$ cat src/rtl/cache_arb_pkg.sv
// ---------------------------------------------------------------------------
// cache_arb_pkg
// Shared definitions for the icache/dcache backing-memory arbiter:
//   - arb_state_e : FSM encoding (IDLE=0, REQ=1, WAIT_RESP=2, RESP=3)
//   - owner_e     : which requester owns the in-flight transaction
//   - RW_READ / RW_WRITE : memory request direction
//   - STARVE_CNT_W : width of the anti-starvation counter (limit 1..15)
// ---------------------------------------------------------------------------
package cache_arb_pkg;

    typedef enum logic [1:0] {
        IDLE      = 2'd0,
        REQ       = 2'd1,
        WAIT_RESP = 2'd2,
        RESP      = 2'd3
    } arb_state_e;

    typedef enum logic [1:0] {
        OWN_NONE = 2'd0,
        OWN_IC   = 2'd1,
        OWN_DC   = 2'd2
    } owner_e;

    localparam logic RW_READ  = 1'b0;
    localparam logic RW_WRITE = 1'b1;

    localparam int STARVE_CNT_W = 4;

endpackage : cache_arb_pkg

$ cat src/rtl/arb_starve_counter.sv
// ---------------------------------------------------------------------------
// arb_starve_counter
// Counts consecutive dcache grants taken while the icache was waiting and
// raises force_ic_o once that count reaches STARVE_LIMIT, so the icache wins
// the next arbitration.
// Ports:
//   clk          - clock
//   rst_n_i      - asynchronous active-low reset
//   in_idle_i    - arbiter is in IDLE (arbitration cycle)
//   ic_waiting_i - icache request valid
//   grant_ic_i   - icache handshake this cycle
//   grant_dc_i   - dcache handshake this cycle
//   force_ic_o   - icache must win the next arbitration it takes part in
// ---------------------------------------------------------------------------
module arb_starve_counter
    import cache_arb_pkg::*;
#(
    parameter int STARVE_LIMIT = 4
) (
    input  logic clk,
    input  logic rst_n_i,
    input  logic in_idle_i,
    input  logic ic_waiting_i,
    input  logic grant_ic_i,
    input  logic grant_dc_i,
    output logic force_ic_o
);

    localparam logic [STARVE_CNT_W-1:0] LIMIT = STARVE_CNT_W'(STARVE_LIMIT);

    logic [STARVE_CNT_W-1:0] cnt_q;
    logic [STARVE_CNT_W-1:0] cnt_d;

    always_comb begin
        cnt_d = cnt_q;
        if (grant_ic_i) begin
            cnt_d = '0;
        end else if (grant_dc_i && ic_waiting_i) begin
            // Saturate so a long dcache burst cannot wrap the count back to 0.
            cnt_d = (cnt_q == LIMIT) ? LIMIT : cnt_q + 1'b1;
        end else if (in_idle_i && !ic_waiting_i) begin
            cnt_d = '0;
        end
    end

    always_ff @(posedge clk or negedge rst_n_i) begin
        if (!rst_n_i) begin
            cnt_q <= '0;
        end else begin
            cnt_q <= cnt_d;
        end
    end

    assign force_ic_o = (cnt_q == LIMIT);

endmodule : arb_starve_counter

$ cat src/rtl/cache_mem_arbiter.sv
// ---------------------------------------------------------------------------
// cache_mem_arbiter
// Shares one backing-memory port between the icache refill path (reads only)
// and the dcache refill/writeback path. One memory transaction in flight at a
// time; dcache has priority, bounded by an anti-starvation counter for icache.
//
// Ports:
//   clk, reset_n                 - clock, asynchronous active-low reset
//   ic_req_*  / ic_resp_*        - icache valid/ready request, 1-cycle response
//   dc_req_*  / dc_resp_*        - dcache valid/ready request (rw/wdata/wmask),
//                                  1-cycle response (data 0 for writes)
//   mem_req_* / mem_resp_*       - memory valid/ready request, read response
//   busy                         - FSM not in IDLE
// Optional feature (macro CACHE_MEM_ARB_PERF_EN):
//   perf_ic_grants, perf_dc_grants, perf_wait_cycles - wrapping 32-bit
//   counters of grants and of cycles with a request pending but no handshake.
// ---------------------------------------------------------------------------
module cache_mem_arbiter
    import cache_arb_pkg::*;
#(
    parameter int ADDR_W       = 32,
    parameter int DATA_W       = 128,
    parameter int STARVE_LIMIT = 4
) (
    input  logic                clk,
    input  logic                reset_n,
    input  logic                ic_req_valid,
    output logic                ic_req_ready,
    input  logic [ADDR_W-1:0]   ic_req_addr,
    output logic                ic_resp_valid,
    output logic [DATA_W-1:0]   ic_resp_data,
    input  logic                dc_req_valid,
    output logic                dc_req_ready,
    input  logic                dc_req_rw,
    input  logic [ADDR_W-1:0]   dc_req_addr,
    input  logic [DATA_W-1:0]   dc_req_wdata,
    input  logic [DATA_W/8-1:0] dc_req_wmask,
    output logic                dc_resp_valid,
    output logic [DATA_W-1:0]   dc_resp_data,
    output logic                mem_req_valid,
    input  logic                mem_req_ready,
    output logic                mem_req_rw,
    output logic [ADDR_W-1:0]   mem_req_addr,
    output logic [DATA_W-1:0]   mem_req_wdata,
    output logic [DATA_W/8-1:0] mem_req_wmask,
    input  logic                mem_resp_valid,
    input  logic [DATA_W-1:0]   mem_resp_data,
    output logic                busy
`ifdef CACHE_MEM_ARB_PERF_EN
    ,
    output logic [31:0]         perf_ic_grants,
    output logic [31:0]         perf_dc_grants,
    output logic [31:0]         perf_wait_cycles
`endif
);

    arb_state_e            state_q, state_d;
    owner_e                owner_q, owner_d;
    logic                  rw_q, rw_d;
    logic [ADDR_W-1:0]     addr_q, addr_d;
    logic [DATA_W-1:0]     wdata_q, wdata_d;
    logic [DATA_W/8-1:0]   wmask_q, wmask_d;
    logic [DATA_W-1:0]     rdata_q, rdata_d;

    logic in_idle;
    logic force_ic;
    logic grant_dc;
    logic grant_ic;

    assign in_idle = (state_q == IDLE);

    // Readys are gated by reset_n so they drop immediately on an asynchronous
    // reset even while a requester keeps valid high.
    assign grant_dc = in_idle && reset_n && dc_req_valid &&
                      !(ic_req_valid && force_ic);
    assign grant_ic = in_idle && reset_n && ic_req_valid && !grant_dc;

    assign dc_req_ready = grant_dc;
    assign ic_req_ready = grant_ic;

    arb_starve_counter #(
        .STARVE_LIMIT (STARVE_LIMIT)
    ) u_starve (
        .clk          (clk),
        .rst_n_i      (reset_n),
        .in_idle_i    (in_idle),
        .ic_waiting_i (ic_req_valid),
        .grant_ic_i   (grant_ic),
        .grant_dc_i   (grant_dc),
        .force_ic_o   (force_ic)
    );

    always_comb begin
        state_d = state_q;
        owner_d = owner_q;
        rw_d    = rw_q;
        addr_d  = addr_q;
        wdata_d = wdata_q;
        wmask_d = wmask_q;
        rdata_d = rdata_q;
        case (state_q)
            IDLE: begin
                if (grant_dc) begin
                    owner_d = OWN_DC;
                    rw_d    = dc_req_rw;
                    addr_d  = dc_req_addr;
                    wdata_d = dc_req_wdata;
                    wmask_d = dc_req_wmask;
                    rdata_d = '0;   // writes report zero data
                    state_d = REQ;
                end else if (grant_ic) begin
                    owner_d = OWN_IC;
                    rw_d    = RW_READ;
                    addr_d  = ic_req_addr;
                    wdata_d = '0;
                    wmask_d = '0;
                    rdata_d = '0;
                    state_d = REQ;
                end
            end
            REQ: begin
                if (mem_req_ready) begin
                    state_d = (rw_q == RW_WRITE) ? RESP : WAIT_RESP;
                end
            end
            WAIT_RESP: begin
                if (mem_resp_valid) begin
                    rdata_d = mem_resp_data;
                    state_d = RESP;
                end
            end
            RESP: begin
                owner_d = OWN_NONE;
                state_d = IDLE;
            end
            default: begin
                state_d = IDLE;
            end
        endcase
    end

    always_ff @(posedge clk or negedge reset_n) begin
        if (!reset_n) begin
            state_q <= IDLE;
            owner_q <= OWN_NONE;
            rw_q    <= RW_READ;
            addr_q  <= '0;
            wdata_q <= '0;
            wmask_q <= '0;
            rdata_q <= '0;
        end else begin
            state_q <= state_d;
            owner_q <= owner_d;
            rw_q    <= rw_d;
            addr_q  <= addr_d;
            wdata_q <= wdata_d;
            wmask_q <= wmask_d;
            rdata_q <= rdata_d;
        end
    end

    assign mem_req_valid = (state_q == REQ);
    assign mem_req_rw    = rw_q;
    assign mem_req_addr  = addr_q;
    assign mem_req_wdata = wdata_q;
    assign mem_req_wmask = wmask_q;

    assign ic_resp_valid = (state_q == RESP) && (owner_q == OWN_IC);
    assign dc_resp_valid = (state_q == RESP) && (owner_q == OWN_DC);
    assign ic_resp_data  = ic_resp_valid ? rdata_q : '0;
    assign dc_resp_data  = dc_resp_valid ? rdata_q : '0;

    assign busy = !in_idle;

`ifdef CACHE_MEM_ARB_PERF_EN
    logic [31:0] perf_ic_q;
    logic [31:0] perf_dc_q;
    logic [31:0] perf_wait_q;
    logic        wait_cycle;

    assign wait_cycle = (ic_req_valid || dc_req_valid) && !(grant_ic || grant_dc);

    always_ff @(posedge clk or negedge reset_n) begin
        if (!reset_n) begin
            perf_ic_q   <= '0;
            perf_dc_q   <= '0;
            perf_wait_q <= '0;
        end else begin
            perf_ic_q   <= perf_ic_q + 32'(grant_ic);
            perf_dc_q   <= perf_dc_q + 32'(grant_dc);
            perf_wait_q <= perf_wait_q + 32'(wait_cycle);
        end
    end

    assign perf_ic_grants   = perf_ic_q;
    assign perf_dc_grants   = perf_dc_q;
    assign perf_wait_cycles = perf_wait_q;
`endif

endmodule : cache_mem_arbiter
$ cat config.mk
export PLATFORM = sky130hd
export DESIGN_NAME = cache_mem_arbiter
export DESIGN_NICKNAME = d
export VERILOG_FILES = /design/src/rtl/cache_arb_pkg.sv /design/src/rtl/arb_starve_counter.sv /design/src/rtl/cache_mem_arbiter.sv
export SDC_FILE = /design/constraint.sdc
export NUM_CORES = 1
export LEC_CHECK = 0
export CORE_AREA = 5 5 304 306
export CTS_BUF_LIST = sky130_fd_sc_hd__clkbuf_16
export DETAILED_ROUTE_END_ITERATION = 10
export DIE_AREA = 0 0 309 311
export SLEW_MARGIN = 25
export SYNTH_ARGS = -nofsm -noshare
export SYNTH_HDL_FRONTEND = slang
export SYNTH_SLANG_ARGS = --single-unit
$ cat constraint.sdc
create_clock -name clk -period 2 [get_ports clk]
set_input_delay 0.5 -clock clk [delete_from_list [all_inputs] [get_ports clk]]
set_output_delay 0.5 -clock clk [all_outputs]
set_load 0.1 [all_outputs]
==> impl_metrics.csv, run 1 <==
group,metric,value,unit
clock_tree,clockBufferDepth,3,
synthesis,ys_seq_area_frac,0.579,
routing,drc,0,
clock_tree,numCtsBuffers,39,
setup_path,worst_r2r_path_depth,11,
die,floorplan.initialDensity,0.151,
synthesis,ys_seq_elements,313,
global_route,grt_pass1_vias,13400,
global_route,overflow,0,
clock_tree,clock_sinks,313,
cells_and_area,nets,2353,
sta,min_period,2.69,ns
status,violations,"negative setup slack",
setup_path,worstPathMaxFanout,6,
die,core_area,89300,um2
global_route,grt_usage,0.125,
sta,maxSlewHeadroom,0.451,
cells_and_area,final_core_util,0.353,
sta,rsz0062_at_grt,"yes",
power_and_ir_drop,p_leak,0.0137,uW
sta,setup_slack,-0.691,ns
die,die_h,311,um
setup_path,critPathRequiredTime,1.50,ns
setup_path,critPathArrivalTime,2.19,ns
routing,wl_per_cell,22.0,um
worst_hold_path,hp-class,"in2async",
routing,first_pass_iters,5,
cells_and_area,fillers,8548,
routing,drt_iter0_drc,648,
cells_and_area,stdcell_count,3214,
routing,vias,13000,
die,num_io_pins,782,
sta,setup_violations,563,
sta,worst_pin_slew,0.824,ns
sta,report.final.slew_viol_count,0,
place,io_buffers,781,
sta,fmax,0.372,GHz
routing,drt-total-wl,70800,um
clock_tree,cts.htree.levels,2,
place,dp_hpwl,48800,um
power_and_ir_drop,vdd_drop_max,1.35,mV
cells_and_area,finalInstanceArea,31500,um2
power_and_ir_drop,power_density,1540,nW/um2
status,status,"finished with violations",
sta,finalClockSkew,0.0271,ns
setup_path,startpoint_type,"flop",
place,gp_congestion,0.784,
clock_tree,root_buffer,"clkbuf_16",
global_route,grt_pass1_wl,92000,um
synthesis,synthFlopType,"dfrtp_1",
setup_path,startpoint,"state_q[0]$_DFFE_PN0P_",
synthesis,synth_edf_count,0,
routing,vias_per_cell,4.05,
sta,fin_crit_sh,1.35,
synthesis,synthCells,1111,
place,place_area,28300,um2
job,maxCapViolCount,0,
setup_path,endpoint,"ic_resp_data[6]",
setup_path,r2r_end,"rdata_q[10]$_DFFE_PN0P_",
cells_and_area,syn_to_final_growth,133,%
setup_path,path_class,"reg2out",
synthesis,syn_nets,1461,
cells_and_area,drive_gt1_frac,0.476,
global_route,antenna_found_initial,8,
die,rows,110,
routing,drtAntennaViolNets,0,
place,placed_cells,3063,
setup_path,r2r_start,"state_q[1]$_DFFE_PN0P_",
synthesis,syn_area_per_cell,12.2,um2
power_and_ir_drop,design_power_total,48600,uW
clock_tree,clk_latency,0.55,ns
global_route,grt_start_max_net_pins,120,
die,die_area,96100,um2
die,die-width,309,um
clock_tree,cts_tree,"done",
synthesis,yosysWarnings,0,
synthesis,syn-cell-area,13500,um2
sta,hold_violations,0,
setup_path,r2r_slack,-0.29,ns
setup_path,cp-end-kind,"output pin",
clock_tree,clk_pin_slew,0.06,ns
synthesis,ys_async_sr_fraction,1.00,
synthesis,yosysUniqueCellTypes,40,
[cell usage after synthesis (4+ instances only)]
cell type	number	area, um2
a21oi_1	4	20.0
a22o_1	273	2390
a2bb2oi_1	32	280
a31oi_1	32	200
and2_1	256	1600
buf_2	26	130
buf_6	22	248
clkbuf_1	60	225
dfrtp_1	313	7830
ha_1	7	87.6
inv_1	7	26.3
nand2_1	4	15.0
nor2_1	6	22.5
nor2b_1	4	25.0
o21ai_0	35	175
[routing by layer]
| layer | up-vias | part of all wire | wire length (um) | track usage |
|---|---|---|---|---|
| met5 | - | 0.00014 | 10 | 0 |
| li1 | 5877 | - | - | - |
| met2 | 602 | 0.51 | 36100 | 0.217 |
| met3 | 101 | 0.087 | 6160 | 0.0489 |
| met1 | 6449 | 0.37 | 26500 | 0.141 |
| met4 | 2 | 0.029 | 2090 | 0.0384 |
[worst max-delay path, cell delays in order, from the launching register on]
cell and delay (ns):
dfrtp_1 0.40, ha_4 0.18, inv_4 0.04, nor3b_4 0.16, buf_6 0.15, buf_6 0.12, buf_16 0.14, buf_8 0.12
and2_4 0.16, buf_12 0.17
[power by group]
part	switching, uW	internal (uW)
Combinational	18100	12200
Sequential	2540	8630
Clock	2950	4160
[registers in the layout, summed over array words and instances (netlist names)]
signal and cells:
u_starve.cnt_q 4, mem_req_addr 32, mem_req_wdata 128, mem_req_wmask 16, owner_q 2, state_q 2
rdata_q 128, mem_req_rw 1
[timing repair]
action                                  in CTS  in global routing
endpoints found under the hold margin        3                  0
pin swaps                                   21                 59
cloned                                       5                 44
buffers inserted                             9                 17
endpoints found under the setup margin     505                555
hold buffers                                 1                  0
gates resized for setup                     32                173
[final cells by class]
cell class / count / area, um2 / share of cell area
Timing Repair Buffer: 959 / 15000 / 0.475
Clock inverter: 30 / 264 / 0.00837
Clock buffer: 40 / 1000 / 0.0317
Antenna cell: 6 / 15.0 / 0.000476
Tap cell: 1176 / 1470 / 0.0467
Multi-Input combinational cell: 682 / 5930 / 0.188
Sequential cell: 313 / 7830 / 0.248
Inverter: 8 / 45.0 / 0.00143
[stage by stage]
stage / setup TNS, ns / hold WS (ns) / setup WS, ns
after global routing: -263.96 / 0.0587 / -0.794
after detailed placement: -170.58 / 0.437 / -0.533
final: -215.62 / 0.00806 / -0.691
after CTS: -205.90 / 0.0264 / -0.803
after global placement: -171.27 / 0.440 / -0.542
after floorplan: -33.30 / 0.204 / -0.257
[layout by cell type (no fill, tap or decap), drive strengths merged, types with 2 or more instances in the layout]
cell / n
buf: 584
clkdlybuf4s50: 341
dfrtp: 313
a22o: 273
and2: 256
clkbuf: 73
o21ai: 36
a31oi: 32
a2bb2oi: 32
inv: 16
clkinv: 15
ha: 7
diode: 6
nor2: 6
a211o: 4
bufinv: 4
nor2b: 4
nand2: 4
a21oi: 4
nand2b: 3
clkinvlp: 3
a31o: 2
nand3: 2
o211ai: 2
[worst min-delay path by stage]
stage,to,slack (ns),cells past startpoint
floorplan,mem_req_addr[0]$_DFFE_PN0P_,0.20,0
global placement,u_starve.cnt_q[0]$_DFFE_PN0P_,0.44,2
detailed placement,u_starve.cnt_q[0]$_DFFE_PN0P_,0.44,2
CTS,rdata_q[9]$_DFFE_PN0P_,0.03,2
global route,rdata_q[99]$_DFFE_PN0P_,0.06,2
finish,rdata_q[54]$_DFFE_PN0P_,0.008,2
[cells by family after synthesis]
kind of cell,Yosys count,share of synthesized area
compound gates,391,0.236
flops,313,0.579
simple gates,280,0.129
buf+inv,119,0.0482
fa+ha+maj,7,0.00648
mux,1,0.000833
Note: power is estimated with default switching activity, not from simulation.
==> inputs of run 2 (changes only) <==
- CTS_CLUSTER_SIZE: default -> 16
==> run 2 against run 1 <==
  * Critical path type unchanged
  * The flow still finishes with violations (negative setup slack)
  * Non-clock buffer count up 6
  * Clock power down 3.9%
  * Core utilization about the same
  * Count of clock-buffer cells in the layout unchanged
  * Fmax down 0.29%
  * Routed wire length up 1.6%
  * Setup slack worse by 0.0077 ns
  * Critical endpoint unchanged
  * Register-to-register slack better by 0.03 ns
==> impl_metrics.csv, run 2 (synthesis gave the netlist of run 1 again) <==
group,metric,value,unit
sta,setup_slack,-0.698,ns
global_route,grtUsageMet2,0.217,
die,die_area,96100,um2
status,status,"finished with violations",
die,rows,110,
die,core_area,89300,um2
routing,wl_per_cell,22.3,um
setup_path,cpMaxStageDelayCell,"dfrtp_1",
setup_path,path_class,"reg2out",
global_route,grt_util_met1,0.141,
setup_path,cp-end-kind,"output pin",
setup_path,endpoint,"ic_resp_data[6]",
place,dp_hpwl,48800,um
clock_tree,clockBufferDepth,3,
clock_tree,clk_latency,0.56,ns
global_route,grt_pass1_wl,92000,um
global_route,grt-busiest-layer,"met2",
setup_path,critPathRequiredTime,1.50,ns
clock_tree,cts_tree,"done",
sta,report.final.slew_viol_count,0,
clock_tree,numCtsBuffers,39,
routing,drtAntennaViolNets,0,
routing,drc,0,
routing,vias,13000,
power_and_ir_drop,vdd_drop_max,1.32,mV
global_route,overflow,0,
global_route,grt_usage,0.125,
setup_path,r2r_end,"rdata_q[80]$_DFFE_PN0P_",
setup_path,cp_top_family,"buffers and inverters",
power_and_ir_drop,design_power_total,48200,uW
setup_path,r2r_start,"state_q[1]$_DFFE_PN0P_",
job,maxCapViolCount,0,
setup_path,worstPathMaxFanout,6,
global_route,grt_start_max_net_pins,120,
status,violations,"negative setup slack",
setup_path,critPathArrivalTime,2.20,ns
sta,fmax,0.371,GHz
global_route,grt_pass1_vias,13500,
sta,whs,0.0137,ns
routing,first_pass_iters,7,
sta,setup-tns-final,-211.40,ns
die,die-width,309,um
setup_path,startpoint_type,"flop",
global_route,antenna_found_initial,8,
worst_hold_path,hp-class,"in2async",
cells_and_area,drive_gt1_frac,0.472,
cells_and_area,final_core_util,0.353,
setup_path,cp_num_buf_inv,6,
setup_path,crit_chain,"ha_4 -> inv_4 -> nor3b_4 -> buf_6 -> buf_6 -> buf_16 -> buf_8 -> and2_4 -> buf_12",
cells_and_area,final_cell_mix,"471 x buf_12, 341 x clkdlybuf4s50_1, 313 x dfrtp_1, 273 x a22o_1, 242 x and2_4",
sta,finalClockSkew,0.0261,ns
setup_path,worst_r2r_path_depth,11,
routing,drt_iter0_drc,595,
cells_and_area,syn_to_final_growth,133,%
setup_path,r2r_slack,-0.26,ns
clock_tree,clk_pin_slew,0.06,ns
cells_and_area,nets,2358,
sta,rsz0062_at_grt,"yes",
sta,hold_violations,0,
sta,min_period,2.70,ns
clock_tree,clock_sinks,313,
sta,fin_crit_sh,1.35,
die,die_h,311,um
setup_path,startpoint,"state_q[0]$_DFFE_PN0P_",
place,gp_congestion,0.784,
cells_and_area,layout_commonest_cell,"buf_12",
place,io_buffers,781,
cells_and_area,fillers,8544,
clock_tree,root_buffer,"clkbuf_16",
sta,worst_pin_slew,0.812,ns
clock_tree,cts.htree.levels,2,
sta,maxSlewHeadroom,0.459,
setup_path,critPathMaxStageDelay,0.40,ns
die,num_io_pins,782,
setup_path,crit_top_cell,"buf_6",
sta,setup_violations,569,
power_and_ir_drop,power_density,1530,nW/um2
setup_path,cp.depth,9,
power_and_ir_drop,p_leak,0.0137,uW
global_route,grt_use_met3,0.0485,
die,floorplan.initialDensity,0.151,
routing,drt-total-wl,71900,um
routing,vias_per_cell,4.05,
==> run 2: changes by cell type in the layout (fill, tap and decap cells not counted), sizes merged <==
cell,change
inv,+3
bufinv,-2
buf,+1
clkbuf,+5
clkinv,-1
a211o,-1
==> run 2: cell type report <==
class	count	area [um2]	share of cell area
multi-input cells	681	5820	0.185
clock buffers	40	1000	0.0318
clock inverters	30	209	0.00663
inverters	8	45.0	0.00143
diodes	6	15.0	0.000476
repair buffers	965	15100	0.480
well taps	1176	1470	0.0467
flip-flops and latches	313	7830	0.249
==> run 2: power by group <==
| group | internal, uW | total (uW) | switching [uW] |
|---|---|---|---|
| registers | 8630 | 11200 | 2540 |
| clock network | 3890 | 6820 | 2930 |
| logic | 12200 | 30200 | 18100 |
==> run 2: what timing repair did <==
item,4_1_cts,5_1_grt
gates resized for setup,32,165
hold endpoints to repair,3,0
cloned,5,51
buffers inserted,9,15
endpoints found under the setup margin,509,555
pin swaps,21,48
hold buffers,1,0
==> run 2: worst min-delay path by stage <==
stage | depth (start not counted) | to | slack, ns | from
finish | 2 | rdata_q[54]$_DFFE_PN0P_ | 0.01 | reset_n
global route | 2 | rdata_q[99]$_DFFE_PN0P_ | 0.05 | reset_n
CTS | 2 | rdata_q[9]$_DFFE_PN0P_ | 0.03 | reset_n
detailed placement | 2 | u_starve.cnt_q[0]$_DFFE_PN0P_ | 0.44 | reset_n
global placement | 2 | u_starve.cnt_q[0]$_DFFE_PN0P_ | 0.44 | reset_n
floorplan | 0 | mem_req_addr[0]$_DFFE_PN0P_ | 0.20 | reset_n
==> run 2: per-layer routing <==
layer / vias to the layer above / wire [um]
li1: 5888 / -
met5: - / 10
met2: 583 / 36700
met1: 6465 / 27000
met3: 101 / 6050
met4: 2 / 2070
==> run 2: per-stage QoR <==
step / std cells / setup WS (ns) / cell area [um2]
2_1_floorplan: 1111 / -0.257 / 14200
3_3_place_gp: 3063 / -0.542 / 28300
3_5_place_dp: 3063 / -0.533 / 28300
4_1_cts: 3147 / -0.803 / 29800
5_1_grt: 3217 / -0.794 / 31500
6_report: 3219 / -0.698 / 31500
